$ cat src/rtl/lbi_bridge.sv
// CPU local-bus to register-file bridge: synchronises async strobes, issues one we/re pulse
// per access and holds ta_n low until cs_n releases. Optional macro: LBI_TIMEOUT_EN.
module lbi_bridge #(
    parameter int unsigned SYNC_STAGES = 2,
    parameter int unsigned TIMEOUT_CYC = 255
) (
    input  logic        clk,
    input  logic        rst_n,
    input  logic        cs_n,
    input  logic        we_n,
    input  logic        oe_n,
    input  logic [21:0] cpu_addr,
    input  logic [31:0] cpu_wdata,
    output logic [31:0] cpu_rdata,
    output logic        cpu_data_oe,
    output logic        ta_n,
    output logic [21:0] addr,
    output logic        we,
    output logic        re,
    output logic [31:0] write_data,
    input  logic [31:0] read_data,
    output logic        bus_err
);

`ifdef LBI_TIMEOUT_EN
    typedef enum logic [2:0] {StIdle, StWr, StRd, StCap, StHold, StErr} state_e;
    localparam logic [15:0] TimeoutLast = 16'(TIMEOUT_CYC - 1);
`else
    typedef enum logic [2:0] {StIdle, StWr, StRd, StCap, StHold} state_e;
`endif

    logic [SYNC_STAGES-1:0] cs_sync_q, we_sync_q, oe_sync_q, fill_q;
    logic                   cs_s, we_s, oe_s, sync_ok;

    always_ff @(posedge clk or negedge rst_n) begin
        if (!rst_n) begin
            cs_sync_q <= '1;
            we_sync_q <= '1;
            oe_sync_q <= '1;
            fill_q    <= '0;
        end else begin
            cs_sync_q <= {cs_sync_q[SYNC_STAGES-2:0], cs_n};
            we_sync_q <= {we_sync_q[SYNC_STAGES-2:0], we_n};
            oe_sync_q <= {oe_sync_q[SYNC_STAGES-2:0], oe_n};
            fill_q    <= {fill_q[SYNC_STAGES-2:0], 1'b1};
        end
    end

    assign cs_s = cs_sync_q[SYNC_STAGES-1];
    assign we_s = we_sync_q[SYNC_STAGES-1];
    assign oe_s = oe_sync_q[SYNC_STAGES-1];
    // The reset value of the chain is not a real cs_n=1 sample; arming waits until it has flushed.
    assign sync_ok = fill_q[SYNC_STAGES-1];

    state_e      state_q, state_d;
    logic        armed_q, armed_d;
    logic        rd_acc_q, rd_acc_d;
    logic [21:0] addr_q, addr_d;
    logic [31:0] wdata_q, wdata_d;
    logic [31:0] rd_hold_q, rd_hold_d;
    logic [31:0] rdata_q, rdata_d;
    logic        we_q, we_d, re_q, re_d;
    logic        ta_n_q, ta_n_d, oe_q, oe_d, err_q, err_d;
`ifdef LBI_TIMEOUT_EN
    logic [15:0] cnt_q, cnt_d;
`endif

    always_comb begin
        state_d   = state_q;
        armed_d   = armed_q;
        rd_acc_d  = rd_acc_q;
        addr_d    = addr_q;
        wdata_d   = wdata_q;
        rd_hold_d = rd_hold_q;
        rdata_d   = rdata_q;
        we_d      = 1'b0;
        re_d      = 1'b0;
`ifdef LBI_TIMEOUT_EN
        cnt_d     = '0;
`endif
        unique case (state_q)
            StIdle: begin
                if (!armed_q) begin
                    if (cs_s && sync_ok) armed_d = 1'b1;
                end else if (!cs_s) begin
                    // we_n wins over oe_n so a both-low cycle is a write only.
                    if (!we_s) begin
                        state_d  = StWr;
                        we_d     = 1'b1;
                        addr_d   = cpu_addr;
                        wdata_d  = cpu_wdata;
                        armed_d  = 1'b0;
                        rd_acc_d = 1'b0;
                    end else if (!oe_s) begin
                        state_d  = StRd;
                        re_d     = 1'b1;
                        addr_d   = cpu_addr;
                        armed_d  = 1'b0;
                        rd_acc_d = 1'b1;
                    end
                end
            end
            StWr: state_d = StHold;
            StRd: begin
                rd_hold_d = read_data;
                state_d   = StCap;
            end
            StCap: begin
                rdata_d = rd_hold_q;
                state_d = StHold;
            end
            StHold: begin
                if (cs_s) begin
                    state_d = StIdle;
`ifdef LBI_TIMEOUT_EN
                end else if (cnt_q == TimeoutLast) begin
                    state_d = StErr;
                end else begin
                    cnt_d = cnt_q + 16'd1;
`endif
                end
            end
`ifdef LBI_TIMEOUT_EN
            StErr: if (cs_s) state_d = StIdle;
`endif
            default: state_d = StIdle;
        endcase

        ta_n_d = (state_d != StHold);
        oe_d   = (state_d == StHold) && rd_acc_d && !oe_s;
`ifdef LBI_TIMEOUT_EN
        err_d  = (state_q == StHold) && (state_d == StErr);
`else
        err_d  = 1'b0;
`endif
    end

    always_ff @(posedge clk or negedge rst_n) begin
        if (!rst_n) begin
            state_q   <= StIdle;
            armed_q   <= 1'b0;
            rd_acc_q  <= 1'b0;
            addr_q    <= '0;
            wdata_q   <= '0;
            rd_hold_q <= '0;
            rdata_q   <= '0;
            we_q      <= 1'b0;
            re_q      <= 1'b0;
            ta_n_q    <= 1'b1;
            oe_q      <= 1'b0;
            err_q     <= 1'b0;
        end else begin
            state_q   <= state_d;
            armed_q   <= armed_d;
            rd_acc_q  <= rd_acc_d;
            addr_q    <= addr_d;
            wdata_q   <= wdata_d;
            rd_hold_q <= rd_hold_d;
            rdata_q   <= rdata_d;
            we_q      <= we_d;
            re_q      <= re_d;
            ta_n_q    <= ta_n_d;
            oe_q      <= oe_d;
            err_q     <= err_d;
        end
    end

`ifdef LBI_TIMEOUT_EN
    always_ff @(posedge clk or negedge rst_n) begin
        if (!rst_n) cnt_q <= '0;
        else        cnt_q <= cnt_d;
    end
`endif

    assign cpu_rdata   = rdata_q;
    assign cpu_data_oe = oe_q;
    assign ta_n        = ta_n_q;
    assign addr        = addr_q;
    assign we          = we_q;
    assign re          = re_q;
    assign write_data  = wdata_q;
    assign bus_err     = err_q;

endmodule
$ cat config.mk
export PLATFORM = sky130hd
export DESIGN_NAME = lbi_bridge
export DESIGN_NICKNAME = d
export VERILOG_FILES = /design/src/rtl/lbi_bridge.sv
export SDC_FILE = /design/constraint.sdc
export NUM_CORES = 1
export LEC_CHECK = 0
export BUFFER_PORTS_ARGS = -buffer_cell sky130_fd_sc_hd__buf_2
export CORE_MARGIN = 1
export CORE_UTILIZATION = 44
export DETAILED_ROUTE_END_ITERATION = 16
export PLACE_DENSITY = 0.75
export SKIP_CTS_REPAIR_TIMING = 1
export SYNTH_ARGS = -nofsm -noshare
export SYNTH_HDL_FRONTEND = slang
export SYNTH_SLANG_ARGS = --single-unit
$ cat constraint.sdc
create_clock -name clk -period 1.8 [get_ports clk]
set_input_delay 0.09 -clock clk [delete_from_list [all_inputs] [get_ports clk]]
set_output_delay 0.09 -clock clk [all_outputs]
set_load 0.02 [all_outputs]
Word-level counts from Yosys, hierarchy flattened
Cells that the tools add are included.
- input bits: 91
- bits in latches: 0
- ROM bits: 0
- memories kept: 0
- bits in writable memories: 0
- bits in registers: 135
- output and inout port bits: 91
- $lt $le $gt $ge: 0
- multiplexer cells: 27
- add/subtract/negate cells: 0
- shift operators: 0
- bitwise operators: 2
- divide/modulo/power cells: 0
- equality and inequality tests: 7
- multiply operators: 0
- reductions and logical operators: 8
- operators with widths (operator ; number):
    2-to-1 mux 22 bit ; 2
    2-to-1 mux 1 bit ; 19
    2-to-1 mux 3 bit ; 5
    case mux 3 bit (4 select lines) ; 1
    AND reduction 4 bit ; 2
    equality test 3 x 2 -> 1 bit (second input constant) ; 2
    equality test 3 bit (second input constant) ; 2
    equality test 3 x 1 -> 1 bit (second input constant) ; 1
    logical AND 1 bit ; 3
    logical NOT 3 bit ; 1
    != test 3 bit (second input constant) ; 1
    != test 2 bit (second input constant) ; 1
    inverter 1 bit ; 2
    OR reduction 2 bit ; 1
    logical NOT 1 bit ; 1

Logic depth before layout (Yosys ltp)
- depth after elaboration: 8
- depth in mapped cells: 5
- gate-level depth less buffers: 3

Least setup slack after synthesis
No wires, ideal clock.
- kind: flip-flop to flip-flop
- start point: register state_q[0]
- end point: register wdata_q[0] (netlist: write_data[0])
- buffers on the path: 2
- clock period less this slack: 1.817 ns
- slack: -0.017 ns
- data arrival time: 1.692 ns
- stages on the path, launching flop included: 6
- data required time: 1.675 ns
- cells stage by stage: dfrtp_1 buf_2 or3_4 nor3_4 buf_6 mux2_2
- word-level cells in the longest chain between the ends: 2
- RTL lines (element ; line ; text):
    start, declared ; 55 ; state_e state_q, state_d;
    start signal, assigned ; 140 ; state_q <= StIdle;
    start signal, assigned ; 153 ; state_q <= state_d;
    logical NOT 3 bit ; 81 ; unique case (state_q)
    AND reduction 4 bit (no source line) ; - ;
    end signal, assigned ; 157 ; wdata_q <= wdata_d;
    end, declared ; 59 ; logic [31:0] wdata_q, wdata_d;
Every way passes these cells.
A chain may end at the register's enable or synchronous reset.

Worst setup path after layout
- start point: register state_q[0]
- end point: register wdata_q[17] (netlist: write_data[17])
The elaborated chain is that of the path after synthesis.

==> metrics.txt <==
# TYPE chip_impl_metric gauge
chip_impl_info{name="cts_root_buffer",value="clkbuf_16"} 1
chip_impl_metric{name="cts-root-to-sink-buffers",unit=""} 2
chip_impl_metric{name="gr-total-overflow",unit=""} 0
chip_impl_metric{name="leakagePower",unit="nW"} 3.723
chip_impl_metric{name="multi_input_area",unit="µm²"} 1504
chip_impl_info{name="worstHoldPathType",value="input pin to asynchronous set/reset pin"} 1
chip_impl_metric{name="syn2layout_area_growth",unit="%"} 52.33
chip_impl_metric{name="synth_mux_area_frac",unit=""} 0.2672
chip_impl_metric{name="worst-endpoint-arrival",unit="ns"} 1.96
chip_impl_metric{name="globalRouteTotalUtil",unit=""} 0.1779
chip_impl_metric{name="share_of_the_cycle_needed_by_the_critical_path_after_routing",unit=""} 0.9329
chip_impl_metric{name="synth_enable_flop_cells",unit=""} 0
chip_impl_metric{name="vias_per_cell",unit=""} 4.707
chip_impl_metric{name="drive_gt1_frac",unit=""} 0.5882
chip_impl_metric{name="synthesis.nets",unit=""} 384
chip_impl_metric{name="drt_wl_total",unit="mm"} 11.13
chip_impl_metric{name="tritoncts_num_sinks",unit=""} 135
chip_impl_metric{name="stdcell_area",unit="µm²"} 7576
chip_impl_metric{name="post_layout_nonfiller_instances",unit=""} 735
chip_impl_info{name="tritoncts_clock_tree",value="done"} 1
chip_impl_metric{name="nNetsFinal",unit=""} 673
chip_impl_metric{name="share_of_the_synthesized_netlist_area_taken_by_xor_and_xnor_gates",unit=""} 0
chip_impl_metric{name="cp_num_buf_inv",unit=""} 1
chip_impl_metric{name="vias_in_the_first_global_route",unit=""} 3260
chip_impl_metric{name="maxCapViolCount",unit=""} 0
chip_impl_info{name="crit_path_top_delay_cell",value="or3_4"} 1
chip_impl_metric{name="grt_start_max_net_pins",unit=""} 45
chip_impl_metric{name="fillers",unit=""} 760
chip_impl_info{name="synth_top_cells_by_area",value="dfrtp_1 64%, mux2_2 26%, dfstp_2 3.7%, buf_6 0.68%, buf_2 0.60%"} 1
chip_impl_info{name="timing.critical_path.from_type",value="flip-flop"} 1
chip_impl_metric{name="netlist_area",unit="µm²"} 4974
chip_impl_metric{name="horiz_die_dim",unit="µm"} 108.3
chip_impl_metric{name="p_per_area",unit="nW/µm²"} 1631
chip_impl_metric{name="ctsHtreeMaxLevel",unit=""} 4
chip_impl_metric{name="antenna_found_initial",unit=""} 0
chip_impl_info{name="dominant_combinational_cell_family_by_area_after_synthesis",value="multiplexers"} 1
chip_impl_metric{name="number_of_ports_placed_on_the_die_boundary",unit=""} 182
chip_impl_metric{name="synth_compound_area_frac",unit=""} 0.009308
chip_impl_metric{name="yosys.area_share.simple",unit=""} 0.02214
chip_impl_metric{name="maxClockFrequency",unit="GHz"} 0.5955
chip_impl_metric{name="asyncSetResetFlopFracSynth",unit=""} 1.000
chip_impl_info{name="synth-main-ff-cell",value="dfrtp_1"} 1
chip_impl_metric{name="drv_slew",unit=""} 0
chip_impl_metric{name="power",unit="mW"} 12.35
chip_impl_metric{name="power_frac_clock",unit=""} 0.247
chip_impl_metric{name="power_switching_share",unit=""} 0.3287
chip_impl_metric{name="detail-route-antenna-nets",unit=""} 0
chip_impl_metric{name="sequential_cell_area",unit="µm²"} 3387
chip_impl_metric{name="drc",unit=""} 0
chip_impl_info{name="synth_common_cells",value="128 x dfrtp_1, 116 x mux2_2, 7 x dfstp_2"} 1
chip_impl_metric{name="fp.coreArea",unit="µm²"} 10940
chip_impl_metric{name="place_hpwl",unit="mm"} 7.021
chip_impl_metric{name="io_buffers",unit=""} 180
chip_impl_metric{name="core.rowCount",unit=""} 38
chip_impl_metric{name="final_period_minus_worst_setup_slack",unit="ns"} 1.679
chip_impl_metric{name="start_util",unit=""} 0.4548
chip_impl_metric{name="synth-seq-area-share",unit=""} 0.6810
chip_impl_metric{name="power_share_of_the_combinational_group",unit=""} 0.354
chip_impl_metric{name="hold_viol",unit=""} 0
chip_impl_metric{name="die_y",unit="µm"} 108.3
chip_impl_metric{name="seq_power_share",unit=""} 0.399
chip_impl_info{name="path_cells",value="or3_4, nor3_4, buf_12, mux2_2"} 1
chip_impl_info{name="status",value="completed"} 1
chip_impl_metric{name="net_switching_component_of_the_power",unit="mW"} 4.061
chip_impl_metric{name="yosys_warnings",unit=""} 0
chip_impl_info{name="dominant_delay_contributor_by_cell_family_on_the_critical_path",value="simple AND/OR/NAND/NOR gates"} 1
chip_impl_metric{name="timing.clock.skew",unit="ns"} 0.008568
chip_impl_metric{name="vdd_drop_max",unit="µV"} 928.1
chip_impl_metric{name="dp.cells",unit=""} 613
chip_impl_metric{name="n_antenna_cell",unit=""} 0
chip_impl_metric{name="syn-mean-instance-area",unit="µm²"} 16.97
chip_impl_metric{name="critPathMaxStageDelay",unit="ns"} 0.40
chip_impl_metric{name="clk_transition_reported_paths",unit="ns"} 0.06
chip_impl_info{name="post-synth-top-area-cell",value="dfrtp_1"} 1
chip_impl_metric{name="die_area",unit="µm²"} 11730
chip_impl_metric{name="finalSetupViolations",unit=""} 0
chip_impl_metric{name="p_int",unit="mW"} 8.292
chip_impl_info{name="grt_setup_unrepaired",value="no"} 1
chip_impl_metric{name="drtPass1Iterations",unit=""} 4
chip_impl_metric{name="wl_per_cell",unit="µm"} 15.14
chip_impl_metric{name="synthesis.instances",unit=""} 293
chip_impl_metric{name="ys_ff_latch",unit=""} 135
chip_impl_metric{name="grt_first_pass_wirelength",unit="mm"} 15.54
chip_impl_metric{name="cp.required",unit="ns"} 2.08
chip_impl_metric{name="timing.setup.tns",unit="ns"} 0
chip_impl_metric{name="tritoncts.num_buffers",unit=""} 17
chip_impl_info{name="timing_worst_setup_path_type",value="flip-flop to flip-flop"} 1
chip_impl_metric{name="cp_max_fo",unit=""} 35
chip_impl_metric{name="num_vias",unit=""} 3460
chip_impl_metric{name="dpl-instance-area",unit="µm²"} 6145
chip_impl_metric{name="first_iter_violations",unit=""} 83
chip_impl_info{name="cp-end-kind",value="flip-flop"} 1
chip_impl_metric{name="synthDominantCellAreaShare",unit=""} 0.6440
chip_impl_metric{name="synth-adder-area-share",unit=""} 0
chip_impl_info{name="synthMostInstantiatedCell",value="dfrtp_1"} 1
chip_impl_metric{name="synth.distinct_cells",unit=""} 27
chip_impl_metric{name="clk_latency",unit="ns"} 0.40
chip_impl_metric{name="final_weighted_congestion_in_routability_driven_placement",unit=""} 0.7212
-- final cells by class --
type                            count  share of cell area
Tap cell                          140             0.02312
Inverter                            3            0.001486
Timing Repair Buffer              283              0.2598
Sequential cell                   135              0.4471
Clock inverter                      8            0.006441
Clock buffer                       24             0.06358
Multi-Input combinational cell    142              0.1985
-- worst reg2reg max path, cell delays in order, from the launching register on --
cell and delay [ns]:
dfrtp_1 0.38, or3_4 0.40, nor3_4 0.16, buf_12 0.24, mux2_2 0.38
-- metal layers --
layer | vias to the layer above | wire length, µm | GRT usage
li1 | 1613 | - | -
met3 | 17 | 622 | 0.06088
met2 | 127 | 5837 | 0.3057
met5 | - | 0 | 0
met1 | 1703 | 4471 | 0.2019
met4 | 0 | 197 | 0.07529
-- power by group through the flow --
stage | clock [mW] | combinational, mW | sequential (mW)
CTS | 3.13 | 4.25 | 4.92
floorplan | 0 | 1.70 | 5.95
detailed placement | 0 | 4.24 | 4.96
finish | 3.05 | 4.37 | 4.93
global placement | 0 | 4.11 | 4.88
global route | 3.26 | 4.70 | 5.09
-- state kept, by name, summed over array words and instances, names as in the netlist --
signal	flops
cpu_rdata	32
rd_hold_q	32
write_data	32
addr	22
state_q	3
cs_sync_q	2
fill_q	2
oe_sync_q	2
we_sync_q	2
armed_q	1
cpu_data_oe	1
rd_acc_q	1
re	1
ta_n	1
we	1
-- per-stage QoR --
stage / util / setup slack, ns / hold slack [ns]
2_1_floorplan: - / -0.004333 / -0.2056
3_3_place_gp: 0.5619 / 0.1791 / 0.02262
3_5_place_dp: 0.5619 / 0.1313 / 0.03001
4_1_cts: 0.6104 / 0.1250 / -0.4022
5_1_grt: 0.6928 / 0.06876 / 0.1976
6_report: 0.6928 / 0.1207 / 0.1686
-- cell usage in the layout (no fill, tap or decap), drive strengths merged, types with 2 or more instances in the layout --
master         n
clkbuf        24
nor3           3
mux2         118
clkinv         6
buf          193
clkinvlp       2
nand3          3
conb           2
a21oi          3
dlygate4sd3   90
a31oi          3
dfstp          7
inv            3
dfrtp        128
-- path summary, 6_finish.rpt --
kind | from | end | slack [ns] | depth (start not counted)
min reg2reg | fill_q[0]$_DFF_PN0_ | fill_q[1]$_DFF_PN0_ | 0.34 | 0
min in group clk | fill_q[0]$_DFF_PN0_ | fill_q[1]$_DFF_PN0_ | 0.34 | 0
min | rst_n | write_data[10]$_DFFE_PN0P_ | 0.17 | 2
max reg2reg | state_q[0]$_DFF_PN0_ | write_data[17]$_DFFE_PN0P_ | 0.12 | 4
max in group asynchronous | rst_n | rd_hold_q[3]$_DFFE_PN0P_ | 0.92 | 3
max | state_q[0]$_DFF_PN0_ | write_data[17]$_DFFE_PN0P_ | 0.12 | 4
-- kinds of logic (layout without fill, tap and decap cells) --
family                 after synthesis  after routing
muxes                              118            118
other                                2              2
AOI/OAI and AO/OA                    8              8
DFF                                135            135
buffers and inverters               16            318
and+or+nand+nor                     14             14
Note: power is estimated with default switching activity, not from simulation.
